## src/rtl/nco_cfg_ctrl.sv

```systemverilog
`default_nettype none
// ============================================================================
//  Module      : nco_cfg_ctrl
//  Description : Configuration controller for the simple NCO core. Decodes
//                byte-wise writes of a staged phase increment and control
//                register, and commits the staged set to the active NCO
//                configuration either immediately or aligned to the
//                accumulator wrap (with a bounded wait). Also issues
//                single-cycle accumulator clear pulses.
//  Revision    : 1.0 - initial release
// ============================================================================
module nco_cfg_ctrl #(
   parameter int                 PHASE_W        = 24,
   parameter logic [PHASE_W-1:0] RESET_INC      = 24'h000100,
   parameter int                 COMMIT_TIMEOUT = 255
) (
   input  logic               clk,
   input  logic               rst,
   input  logic               enable,
   input  logic [7:0]         dataIn,
   input  logic [7:0]         ctrlIn,
   input  logic               accWrap,
   output logic [PHASE_W-1:0] phaseInc,
   output logic [1:0]         waveSel,
   output logic               outEn,
   output logic               phaseClr,
   output logic               busy,
   output logic               timeoutFlag
);

   // Command bus bit positions
   localparam int C_BIT_WR    = 0;
   localparam int C_BIT_ADDR  = 1;
   localparam int C_BIT_COMMIT= 3;
   localparam int C_BIT_SYNC  = 4;
   localparam int C_BIT_CLR   = 6;

   // The wait counter starts at 0 on the first PEND cycle, so the last
   // allowed PEND cycle is the one where it holds COMMIT_TIMEOUT-1.
   localparam logic [7:0] C_TO_LAST = 8'(COMMIT_TIMEOUT - 1);

   typedef enum logic [1:0] {
      ST_IDLE  = 2'd0,
      ST_PEND  = 2'd1,
      ST_APPLY = 2'd2
   } state_t;

   // ------------------------------------------------------------------------
   // Registers
   // ------------------------------------------------------------------------
   logic [2:0]         prev_q;          // previous {clr, commit, write} bits
   state_t             state_q,     state_d;
   logic [7:0]         cnt_q,       cnt_d;
   logic               imm_q,       imm_d;      // current commit is immediate
   logic [PHASE_W-1:0] stg_inc_q,   stg_inc_d;
   logic [1:0]         stg_wave_q,  stg_wave_d;
   logic               stg_oen_q,   stg_oen_d;
   logic [PHASE_W-1:0] phase_inc_q, phase_inc_d;
   logic [1:0]         wave_sel_q,  wave_sel_d;
   logic               out_en_q,    out_en_d;
   logic               phase_clr_q, phase_clr_d;
   logic               tout_q,      tout_d;

   logic               wr_edge;
   logic               commit_edge;
   logic               clr_edge;

   // Track the raw command bits every cycle (also in reset and with enable
   // low) so a bit held high across reset release does not look like an edge.
   always_ff @(posedge clk) begin
      prev_q <= {ctrlIn[C_BIT_CLR], ctrlIn[C_BIT_COMMIT], ctrlIn[C_BIT_WR]};
   end

   // Rising-edge detection, qualified by enable
   always_comb begin
      wr_edge     = enable & ctrlIn[C_BIT_WR]     & ~prev_q[0];
      commit_edge = enable & ctrlIn[C_BIT_COMMIT] & ~prev_q[1];
      clr_edge    = enable & ctrlIn[C_BIT_CLR]    & ~prev_q[2];
   end

   // Staging register writes; accepted in every FSM state
   always_comb begin
      stg_inc_d  = stg_inc_q;
      stg_wave_d = stg_wave_q;
      stg_oen_d  = stg_oen_q;
      if (wr_edge) begin
         case (ctrlIn[C_BIT_ADDR +: 2])
            2'd0:    stg_inc_d[7:0]   = dataIn;
            2'd1:    stg_inc_d[15:8]  = dataIn;
            2'd2:    stg_inc_d[23:16] = dataIn;
            default: begin
               stg_wave_d = dataIn[1:0];
               stg_oen_d  = dataIn[2];
            end
         endcase
      end
   end

   // Commit FSM: next state, wait counter and active-configuration updates
   always_comb begin
      state_d     = state_q;
      cnt_d       = cnt_q;
      imm_d       = imm_q;
      phase_inc_d = phase_inc_q;
      wave_sel_d  = wave_sel_q;
      out_en_d    = out_en_q;
      tout_d      = tout_q;

      case (state_q)
         ST_IDLE: begin
            if (commit_edge) begin
               if (ctrlIn[C_BIT_SYNC]) begin
                  state_d = ST_PEND;
                  cnt_d   = '0;
                  imm_d   = 1'b0;
               end else begin
                  state_d = ST_APPLY;
                  imm_d   = 1'b1;
               end
            end
         end

         ST_PEND: begin
            // A wrap in the same cycle as the deadline wins over the timeout
            if (accWrap) begin
               state_d = ST_APPLY;
               tout_d  = 1'b0;
            end else if (cnt_q == C_TO_LAST) begin
               state_d = ST_APPLY;
               tout_d  = 1'b1;
            end else begin
               cnt_d = cnt_q + 8'd1;
            end
         end

         ST_APPLY: begin
            phase_inc_d = stg_inc_q;
            wave_sel_d  = stg_wave_q;
            out_en_d    = stg_oen_q;
            if (imm_q) begin
               tout_d = 1'b0;
            end
            state_d = ST_IDLE;
         end

         default: begin
            state_d = ST_IDLE;
         end
      endcase
   end

   // Phase clear is a one-cycle pulse following the clear edge, any state
   always_comb begin
      phase_clr_d = clr_edge;
   end

   // State and datapath registers with synchronous reset
   always_ff @(posedge clk) begin
      if (rst) begin
         state_q     <= ST_IDLE;
         cnt_q       <= '0;
         imm_q       <= 1'b0;
         stg_inc_q   <= '0;
         stg_wave_q  <= '0;
         stg_oen_q   <= 1'b0;
         phase_inc_q <= RESET_INC;
         wave_sel_q  <= '0;
         out_en_q    <= 1'b0;
         phase_clr_q <= 1'b0;
         tout_q      <= 1'b0;
      end else begin
         state_q     <= state_d;
         cnt_q       <= cnt_d;
         imm_q       <= imm_d;
         stg_inc_q   <= stg_inc_d;
         stg_wave_q  <= stg_wave_d;
         stg_oen_q   <= stg_oen_d;
         phase_inc_q <= phase_inc_d;
         wave_sel_q  <= wave_sel_d;
         out_en_q    <= out_en_d;
         phase_clr_q <= phase_clr_d;
         tout_q      <= tout_d;
      end
   end

   assign phaseInc    = phase_inc_q;
   assign waveSel     = wave_sel_q;
   assign outEn       = out_en_q;
   assign phaseClr    = phase_clr_q;
   assign busy        = (state_q != ST_IDLE);
   assign timeoutFlag = tout_q;

endmodule
`default_nettype wire

```

## config.mk

```make
export PLATFORM = sky130hd
export DESIGN_NAME = nco_cfg_ctrl
export DESIGN_NICKNAME = d
export VERILOG_FILES = /design/src/rtl/nco_cfg_ctrl.sv
export SDC_FILE = /design/constraint.sdc
export NUM_CORES = 1
export LEC_CHECK = 0
export CORE_UTILIZATION = 25
export CTS_CLUSTER_DIAMETER = 60
export DETAILED_ROUTE_END_ITERATION = 10
export PLACE_DENSITY = 0.44
export SLEW_MARGIN = 20
export SYNTH_ARGS = -nofsm -noshare
export SYNTH_HDL_FRONTEND = slang
export SYNTH_SLANG_ARGS = --single-unit
```

## constraint.sdc

```tcl
create_clock -name clk -period 4.4 [get_ports clk]
set_input_delay 0.66 -clock clk [delete_from_list [all_inputs] [get_ports clk]]
set_output_delay 0.66 -clock clk [all_outputs]
set_load 0.02 [all_outputs]
```

Word level (Yosys, flattened, before mapping)
Index checks and enable logic that the tools add are counted.

Add/subtract/negate cells: 1. Multiply operators: 0. Div/mod/pow operators: 0. $lt $le $gt $ge: 0. Equality and inequality tests: 11. Shifts and indexed selects: 0. Muxes and demuxes: 15. Bitwise gates (word level): 10. Reductions and logical operators: 14.

Operator list (number): $mux 8 (4); $pmux 8 s2 (1); $reduce_and 2->1 (6); $ne 2x2->1 const B (5); $add 8x1->8 const B (1); $eq 8x8->1 const B (1); $mux 2 (4); $and 1x1->1 (6); $reduce_bool 2->1 (3); $reduce_and 5->1 (1); $eq 2x1->1 const B (2); $eq 2x2->1 const B (2); $logic_not 2->1 (2); $mux 1 (4); $not 1->1 (4); $pmux 2 s2 (1); $ne 3x3->1 const B (1); $reduce_and 3->1 (1); $reduce_or 3->1 (1); $pmux 1 s2 (1).

Flip-flop bits (word level): 70. Latch bits: 0. RAM bits: 0. Memory bits (read-only): 0. Input bits: 20. Output and inout port bits: 30. Logic and storage cells: 65. Memories kept: 0.

Longest topological paths before layout
Depth after elaboration: 4. Gate-level depth with buffers: 6. Mapped depth without buffers: 6.

Worst setup path after synthesis
No wires, ideal clock.

Path kind: in2reg. From: input ctrlIn[1]. To: register stg_inc_q[0]. Library setup time: 128 ps. Arrival time: 1491 ps. Required time: 4272 ps. Path slack: 2781 ps. Stages on the path: 5. Path buffers: 1. Path through: and4bb_2 -> and2_1 -> buf_2 -> mux2i_1 -> nor2_1.

Longest elaborated chain between the ends: 2.

RTL lines: start, declared (RTL line 21) `input logic [7:0] ctrlIn,`; $logic_not 2->1 (RTL line 87) `case (ctrlIn[C_BIT_ADDR +: 2])`; $reduce_and 2->1 (no source line); end signal, assigned (RTL line 175) `stg_inc_q <= stg_inc_d;`; end, declared (RTL line 55) `logic [PHASE_W-1:0] stg_inc_q, stg_inc_d;`.

No other way between the ends. A chain may end at the register's enable or synchronous reset.

Worst setup path after layout
From: register state_q[1]. To: output busy.

Longest elaborated chain between the ends: 1.

RTL lines: start, declared (RTL line 52) `state_t state_q, state_d;`; start signal, assigned (RTL line 172) `state_q <= state_d;`; $reduce_bool 2->1 (RTL line 190) `assign busy = (state_q != ST_IDLE);`; end, declared (RTL line 27) `output logic busy,`.

No other way between the ends.

==> flow_summary_export.csv <==
group,metric,value,unit
sta,worstMarginPinSlew,791,ps
synth,synth_nets,313,
worst_setup_path,worstPathRequired,3740,ps
synth,async_reset_ff_share,0,%
min_path,hold_end,"phaseClr$_SDFF_PP0_",
global_route,grt_overflow,0,
finish,regArea,1400,sq um
finish,fillers,1087,
sta,period_share,50.4,%
sta,rsz0062_at_grt,"no",
cts,cts_tree,"done",
synth,synth_top_family_by_area,"simple AND/OR/NAND/NOR gates",
floorplanning,pin_count,50,
synth,synth.area.mux_share,10.2,%
worst_setup_path,worstSetupEndpointType,"output port",
routing,routed_via_density,4.40,
floorplanning,initial_core_util,25.7,%
flow_run,drv_cap,0,
routing,routed-via-count,2090,
worst_setup_path,critPathMaxStageDelay,590,ps
cts,cts_sinks,70,
worst_setup_path,crit_family,"buffers and inverters",
power_and_ir_drop,peakVddDrop,176,uV
cts,cts_resized,0,
worst_setup_path,slowest_stage,"clkdlybuf4s50_1",
synth,ys_ff_latch,70,
worst_setup_path,worst_r2r_path_depth,6,
synth,synth_fa_ha_area_share,0.948,%
routing,drtPass1Iterations,7,
routing,wirelength,6.22,mm
routing,ant_nets,0,
place,hpwlAfterDp,4.07,mm
finish,final_area,3430,sq um
worst_setup_path,worstPathCellList,"nor2_1 -> inv_1 -> clkdlybuf4s50_1",
synth,syn_area_per_cell,9.07,sq um
sta,timing.fmax,0.451,GHz
cts,cts-buffers-inserted,9,
routing,first_iter_violations,59,
worst_setup_path,path_class,"flop to output port",
sta,setup_viol,0,
worst_setup_path,reg2reg_to,"cnt_q[4]$_SDFFE_PP0P_",
sta,finClkSkew,14.8,ps
synth,synth_compound_area_share,11.2,%
sta,setup_tns,0,ps
synth,syn-instance-count,291,
sta,fin_crit,2220,ps
place,place_area,3220,sq um
cts,worstSkewPairLatency,350,ps
worst_setup_path,start_kind,"flop",
cts,clock_path_buffers,2,
synth,synth_top_area_share,53.1,%
floorplanning,die_w,105,um
worst_setup_path,cp_max_fo,6,
synth,yosys.area.top_type,"dfxtp_1",
synth,synthTopCellsByArea,"dfxtp_1 (53%), mux2i_1 (10%), nand2_1 (9.0%)",
finish,multi_input_area,1160,sq um
finish,fin_util,33.4,%
cts,post_cts_buffers,0,
cts,h-tree-depth,3,
place,portBuffers,47,
floorplanning,core_area,10300,sq um
global_route,grt_pass1_wl,10.2,mm
finish,diodes,0,
worst_setup_path,path_buf_inv,2,
synth,synth_seq_area_share,53.1,%
global_route,grt_usage,12.0,%
cts,clkSlewWorstSetupHoldPaths,70,ps
finish,nNetsFinal,356,
synth,syn_area,2640,sq um
worst_setup_path,r2r_start,"cnt_q[0]$_SDFFE_PP0P_",
sta,timing.slew.headroom,47.2,%
synth,synth-xor-area-share,0,%
cts,cts-root-buf,"clkbuf_8",
global_route,grt_max_degree,44,
global_route,antenna_found_initial,0,
min_path,hold_class,"flop to flop",
routing,route.detailed.drc,2,
worst_setup_path,r2r_setup_slack,2640,ps
synth,ys.warnings.count,0,
synth,synthFlopType,"dfxtp_1",
synth,synth_cell_types,37,
min_path,min_path_cells,1,
power_and_ir_drop,powerDensity,364,nW/um^2
floorplanning,dieArea,11000,sq um
outcome,violations,"DRC",
worst_setup_path,crit_cells,3,
routing,routedWlPerCell,13.1,um
finish,drive_gt1_share,8.55,%
sta,slew_violations,0,
min_path,hold_start,"prev_q[2]$_DFF_P_",
floorplanning,rows,37,
worst_setup_path,arrival,1560,ps
global_route,grt_pass1_vias,1947,
synth,synth-simple-area-share,21.2,%
outcome,status,"finished, violations left",
cts,postCtsHoldBufs,0,
synth,synth_edf_count,0,
floorplanning,dieHeight,105,um
power_and_ir_drop,power_leakage,1.20,nW
sta,hold_violations,0,
finish,area_delta_synth_final,30.0,%
place,gp_congestion,0.719,
-- cell usage in the layout (no fill, tap or decap), drive strengths merged, types with 3 or more instances in the layout --
cell,n
dfxtp,70
nand2,63
clkdlybuf4s50,46
nor2,32
a21oi,31
mux2i,27
clkbuf,10
nand3,7
inv,6
nand3b,4
a311oi,4
nor2b,3
nand2b,3
o21ai,3
buf,3
-- routing by layer --
| layer | share of wire, % | global-route usage (%) | up-vias |
|---|---|---|---|
| li1 | - | - | 1075 |
| met1 | 53 | 17.1 | 978 |
| met2 | 43 | 17.3 | 30 |
| met3 | 2.8 | 3.37 | 7 |
| met4 | 1.2 | 4.23 | 0 |
| met5 | 0 | 0 | - |
-- flip-flops by register name, summed over array words and instances, names as in the netlist --
signal and count:
prev_q 3, stg_oen_q 1, state_q 2, stg_inc_q 24, outEn 1, timeoutFlag 1, cnt_q 8, imm_q 1
stg_wave_q 2, phaseClr 1, phaseInc 24, waveSel 2
-- worst max path at each step --
| stage | startpoint | to |
|---|---|---|
| after CTS | state_q[1]$_SDFFE_PP0P_ | busy |
| after floorplan | ctrlIn[1] | stg_inc_q[0]$_SDFFE_PP0P_ |
| after global routing | state_q[1]$_SDFFE_PP0P_ | busy |
| after global placement | enable | cnt_q[3]$_SDFFE_PP0P_ |
| final | state_q[1]$_SDFFE_PP0P_ | busy |
| after detailed placement | enable | cnt_q[3]$_SDFFE_PP0P_ |
-- power breakdown --
| part | internal (mW) | total, mW | switching [mW] |
|---|---|---|---|
| Combinational | 0.0248 | 0.0583 | 0.0334 |
| Clock | 0.281 | 0.547 | 0.265 |
| Sequential | 0.639 | 0.643 | 0.00360 |
| Total | 0.946 | 1.25 | 0.302 |
-- Yosys cell counts (2+ instances only) --
library cell and n:
nor2_1 31, nand2_1 63, a21oi_1 31, mux2i_1 27, buf_2 6, nand3_1 7, o211ai_1 2, dfxtp_1 70
nand2b_1 3, a311oi_1 3, nor2b_1 3, nand4_1 2, clkbuf_1 11, o21ai_0 2, ha_1 2, nand3b_1 4
inv_1 4
-- stage by stage --
stage / worst slack [ps] / std cells / hold WS [ps] / power, mW
2_1_floorplan: 2780 / 291 / 373 / 0.686
3_3_place_gp: 1980 / 459 / 378 / 0.717
3_5_place_dp: 1980 / 459 / 393 / 0.717
4_1_cts: 2150 / 475 / 401 / 1.27
5_1_grt: 2090 / 475 / 420 / 1.31
6_report: 2180 / 475 / 396 / 1.25
-- area by class of cell --
class,count,area share [%]
well taps,136,4.96
flip-flops and latches,70,40.9
inverters,4,0.438
clock inverters,6,2.01
repair buffers,49,14.0
clock buffers,10,4.01
multi-input cells,200,33.7
-- kinds of logic after synthesis --
group | after synthesis
buffers and inverters | 21
AND/OR/NAND/NOR | 123
AO/OA/AOI/OAI | 48
flip-flops | 70
adder cells (fa/ha/maj) | 2
multiplexers | 27
Note: power is estimated with default switching activity, not from simulation.
==> RTL change 1: new RTL, config.mk and constraints unchanged <==
Put one more register stage on the output `phaseInc`, cleared by the reset. The value now appears one clock later. The other outputs are not delayed to match.
--- a/src/rtl/nco_cfg_ctrl.sv
+++ b/src/rtl/nco_cfg_ctrl.sv
@@ -183,7 +183,13 @@
       end
    end
 
-   assign phaseInc    = phase_inc_q;
+   always_ff @(posedge clk) begin
+      if (rst) begin
+         phaseInc <= '0;
+      end else begin
+         phaseInc <= phase_inc_q;
+      end
+   end
    assign waveSel     = wave_sel_q;
    assign outEn       = out_en_q;
    assign phaseClr    = phase_clr_q;
Check against the original RTL: not equivalent (Yosys sat finds a counterexample within 4 cycles, from zero or initial values and one cycle with rst high).
==> RTL change 1 against the unedited design <==
Synthesized cell count is 17% higher; first-iteration DRC count is 90% higher; sequential cell count is 24 higher; power is 37% higher; synthesized area is 23% higher; worst setup slack worse by 0.012 ns; register-to-register slack better by 0.08 ns; final cell count is 17% higher; wire length is 6.6% higher; die area is 23% higher; worst hold slack worse by 0.00090 ns; cell area is 22% higher; critical endpoint is now stg_inc_q[6].
==> RTL change 1: results (changes against the unedited design) <==
{| class="wikitable"
! Metric !! Value
|-
| Count of non-CTS buffers in the layout || 48 (-2.0%)
|-
| Flop+latch power || 861 uW (+34%)
|-
| Clock Network Area Fraction || 0.07192 (+0.01172)
|-
| Worst clock skew || 0.009546 ns (-0.005211 ns)
|-
| Number of sinks handled by clock tree synthesis || 94 (+34%)
|-
| Total number of multi-input combinational cells || 224 (+12%)
|-
| WL met3 || 315 um (+80%)
|-
| Switch share || 0.2138 (-0.02861)
|-
| Cell Count, Final, Fillers Out || 558 (+17%)
|-
| Worst reg2reg endpoint || stg_inc_q[6]
|-
| Fraction of standard cell area in multi-input logic || 0.3090 (-0.02814)
|-
| Number of clock-tree buffers in the layout || 12 (+2)
|-
| Highest cell delay on the worst timing path || 0.56 ns (-0.03 ns)
|-
| Met3 GRT Util || 0.03373 (+0.00004435)
|-
| Data arrival, critical path || 2.44 ns (+0.88 ns)
|-
| Cell family contributing the most delay on the critical path || simple AND/OR/NAND/NOR gates
|-
| Status || completed
|-
| Cell count after placement || 542 (+18%)
|-
| Global routing usage summed across all routing layers || 0.1082 (-0.01216)
|-
| Met1 usage in global routing || 0.1334 (-0.03759)
|-
| Number of filler instances in the final layout || 1351 (+24%)
|-
| Multiplexer area fraction after synthesis || 0.08298 (-0.01944)
|-
| NumNets Final || 403 (+13%)
|-
| Cell count after synthesis || 340 (+17%)
|-
| Global routing usage on met2 || 0.1615 (-0.01115)
|-
| Violation count after the first detailed-route iteration || 112 (+90%)
|-
| Depth of the worst register-to-register path || 4 (-2)
|-
| Global-route wire length before repair || 10780 um (+5.4%)
|-
| Sequential power share || 0.504 (-0.011)
|-
| Total via count after detailed routing || 2304 (+10%)
|-
| Root buffer cell || clkbuf_16
|}
==> RTL change 1: changes by cell type after synthesis, sizes merged, moves of 3 or more <==
cell,change
nand3b,-3
nor3,+3
nand2,+4
a311oi,-4
nor2b,+22
dfxtp,+24
o22a,+4
==> RTL change 1: worst max-delay path by stage <==
stage                          from           end  cells past startpoint  slack (ns)
after floorplan           ctrlIn[3]      cnt_q[0]                      5        2.66
after global placement       enable  stg_inc_q[5]                      5        1.78
after detailed placement     enable  stg_inc_q[5]                      5        1.79
after CTS                    enable  stg_inc_q[7]                      5        2.16
after global routing         enable  stg_inc_q[1]                      5        2.03
final                        enable  stg_inc_q[6]                      5        2.17
==> RTL change 1: stage by stage <==
step | hold slack, ns | cell area [um^2] | util
after global placement | 0.3782 | 3870 | 0.3054
after detailed placement | 0.3845 | 3875 | 0.3058
after global routing | 0.4267 | 4175 | 0.3295
after floorplan | 0.3734 | 3257 | -
after CTS | 0.3933 | 4175 | 0.3295
final | 0.3954 | 4175 | 0.3295
==> RTL change 2: new RTL, same flow settings <==
Made on the original files. Change the parameter `COMMIT_TIMEOUT` from 255 to 127.
--- a/src/rtl/nco_cfg_ctrl.sv
+++ b/src/rtl/nco_cfg_ctrl.sv
@@ -12,7 +12,7 @@
 module nco_cfg_ctrl #(
    parameter int                 PHASE_W        = 24,
    parameter logic [PHASE_W-1:0] RESET_INC      = 24'h000100,
-   parameter int                 COMMIT_TIMEOUT = 255
+   parameter int                 COMMIT_TIMEOUT = 127
 ) (
    input  logic               clk,
    input  logic               rst,
Formal check against the unedited RTL: same outputs for any inputs over 10 cycles, from zero or initial values and one cycle with rst high; that may be too few to reach the edited logic, so the function may still have changed.
==> RTL change 2 against the unedited design <==
Worst setup slack got worse by 0.031 ns; maximum frequency is 1.4% lower; combinational power increased by 1%; synthesized area up 0.81%; sequential cell count unchanged; register-to-register slack better by 0.07 ns; non-clock buffer count down 1; cell area rose by 0.40%; die area up 0.78%; core utilization barely moved; power fell by 0.94%; wire length grew 0.77%; clock skew fell by 0.0034 ns; final cell count unchanged; largest cell class unchanged.
==> RTL change 2: results (changes against the unedited design) <==
{| class="wikitable"
! Metric !! Value
|-
| Status || completed
|-
| Largest net degree at the start of global routing || 41 (-6.8%)
|-
| Global routing usage on met2 || 0.1859 (+0.01325)
|-
| Cells taking the most area after synthesis || dfxtp_1, mux2i_1, nand2_1, a21oi_1, nor2_1
|-
| Met1 usage in global routing || 0.1571 (-0.01384)
|-
| Global-route wire length before repair || 10310 um (+0.74%)
|-
| Data arrival, critical path || 1.59 ns (+0.03 ns)
|-
| Total placed instance area || 3237 um^2 (+0.43%)
|-
| Setup WS pre-CTS || 1.778 ns (-0.2017 ns)
|-
| Share of the yosys chip area belonging to registers || 0.5268 (-0.004246)
|-
| Number of detailed-route iterations in the first pass || 4 (-3)
|-
| Leakage || 1.209 nW (+0.39%)
|-
| Worst clock skew || 0.01140 ns (-0.003355 ns)
|-
| Number of global-route vias before repair || 1982 (+1.8%)
|-
| Count of cell types in the netlist || 41 (+11%)
|-
| Placer Congestion || 0.6885 (-4.2%)
|-
| Post-DP HPWL || 4137 um (+1.6%)
|-
| Synth cell count leaders || dfxtp_1, nand2_1, a21oi_1
|-
| Violation count after the first detailed-route iteration || 52 (-12%)
|-
| WHS || 0.4031 ns (+0.006843 ns)
|-
| Global routing usage summed across all routing layers || 0.1213 (+0.0009673)
|-
| Met3 GRT Util || 0.03556 (+0.001871)
|-
| Post-Syn Nets || 314 (+0.32%)
|-
| R2R Path Start || state_q[1]
|-
| Routed wire length || 6264 um (+0.77%)
|-
| Switch share || 0.2356 (-0.006796)
|-
| Worst reg2reg endpoint || phaseInc[0]
|-
| Fraction of final layout cells sized beyond drive strength 1 || 0.07670 (-0.008850)
|-
| Final cycle utilization of the critical path || 0.5111 (+0.007020)
|-
| Via density per instance || 4.362 (-0.86%)
|-
| Actual slew at the worst max-slew pin || 0.9965 ns (+0.2051 ns)
|-
| Overflow left after global routing || 0 (unchanged)
|-
| Average wire per cell in the routed design || 13.19 um (+0.77%)
|-
| Hold path depth || 1 (unchanged)
|-
| Reg-to-reg setup timing slack || 2.71 ns (+0.07 ns)
|-
| Depth of the worst register-to-register path || 3 (-3)
|-
| Worst vdd ir || 0.1534 mV (-13%)
|}
[RTL change 2: changes by cell type in the layout (fill, tap and decap cells not counted), moves of 2 or more]
| cell | change |
|---|---|
| nand2b_1 | +2 |
| nor3_1 | +2 |
| and3_1 | +2 |
| nand2_1 | -4 |
| nand3b_1 | -2 |
[RTL change 2: logic make-up after synthesis]
group,synth area share
adder cells (fa/ha/maj),0.009406
buffers and inverters,0.03151
AO/OA/AOI/OAI,0.1077
multiplexers,0.1016
AND/OR/NAND/NOR,0.2230
flip-flops,0.5268
[RTL change 2: power groups by stage]
stage / registers (mW) / logic, mW / clock network, mW
final: 0.643 / 0.0589 / 0.534
after global routing: 0.644 / 0.0651 / 0.587
after CTS: 0.643 / 0.0603 / 0.560
after detailed placement: 0.658 / 0.0601 / 0
after global placement: 0.658 / 0.0597 / 0
after floorplan: 0.658 / 0.0291 / 0
[RTL change 2: layout make-up]
cell class | instances | area (um^2)
fill | 1072 | 6880
clock inverter | 6 | 68.82
timing repair buffer | 48 | 473.0
clock buffer | 10 | 137.6
sequential | 70 | 1401
tap | 136 | 170.2
multi-input combinational | 201 | 1177
inverter | 4 | 15.01
[RTL change 2: how the worst max path moves through the flow]
| stage | from | to |
|---|---|---|
| floorplan | accWrap | cnt_q[5] |
| global placement | enable | stg_inc_q[5] |
| detailed placement | enable | stg_inc_q[7] |
| CTS | state_q[1] | busy |
| global route | enable | stg_inc_q[4] |
| finish | state_q[1] | busy |
[RTL change 2: layer usage]
layer	routed length [um]	vias up	part of all wire
li1	-	1070	-
met1	3187	963	0.51
met2	2825	33	0.45
met3	190	6	0.030
met4	60	0	0.0096
met5	0	-	0
[RTL change 2: worst reg2reg max path, delay by kind of cell (launching register included)]
family / cells / cell delay, ns
simple gates: 2 / 0.98
flops: 1 / 0.48
compound gates: 1 / 0.16
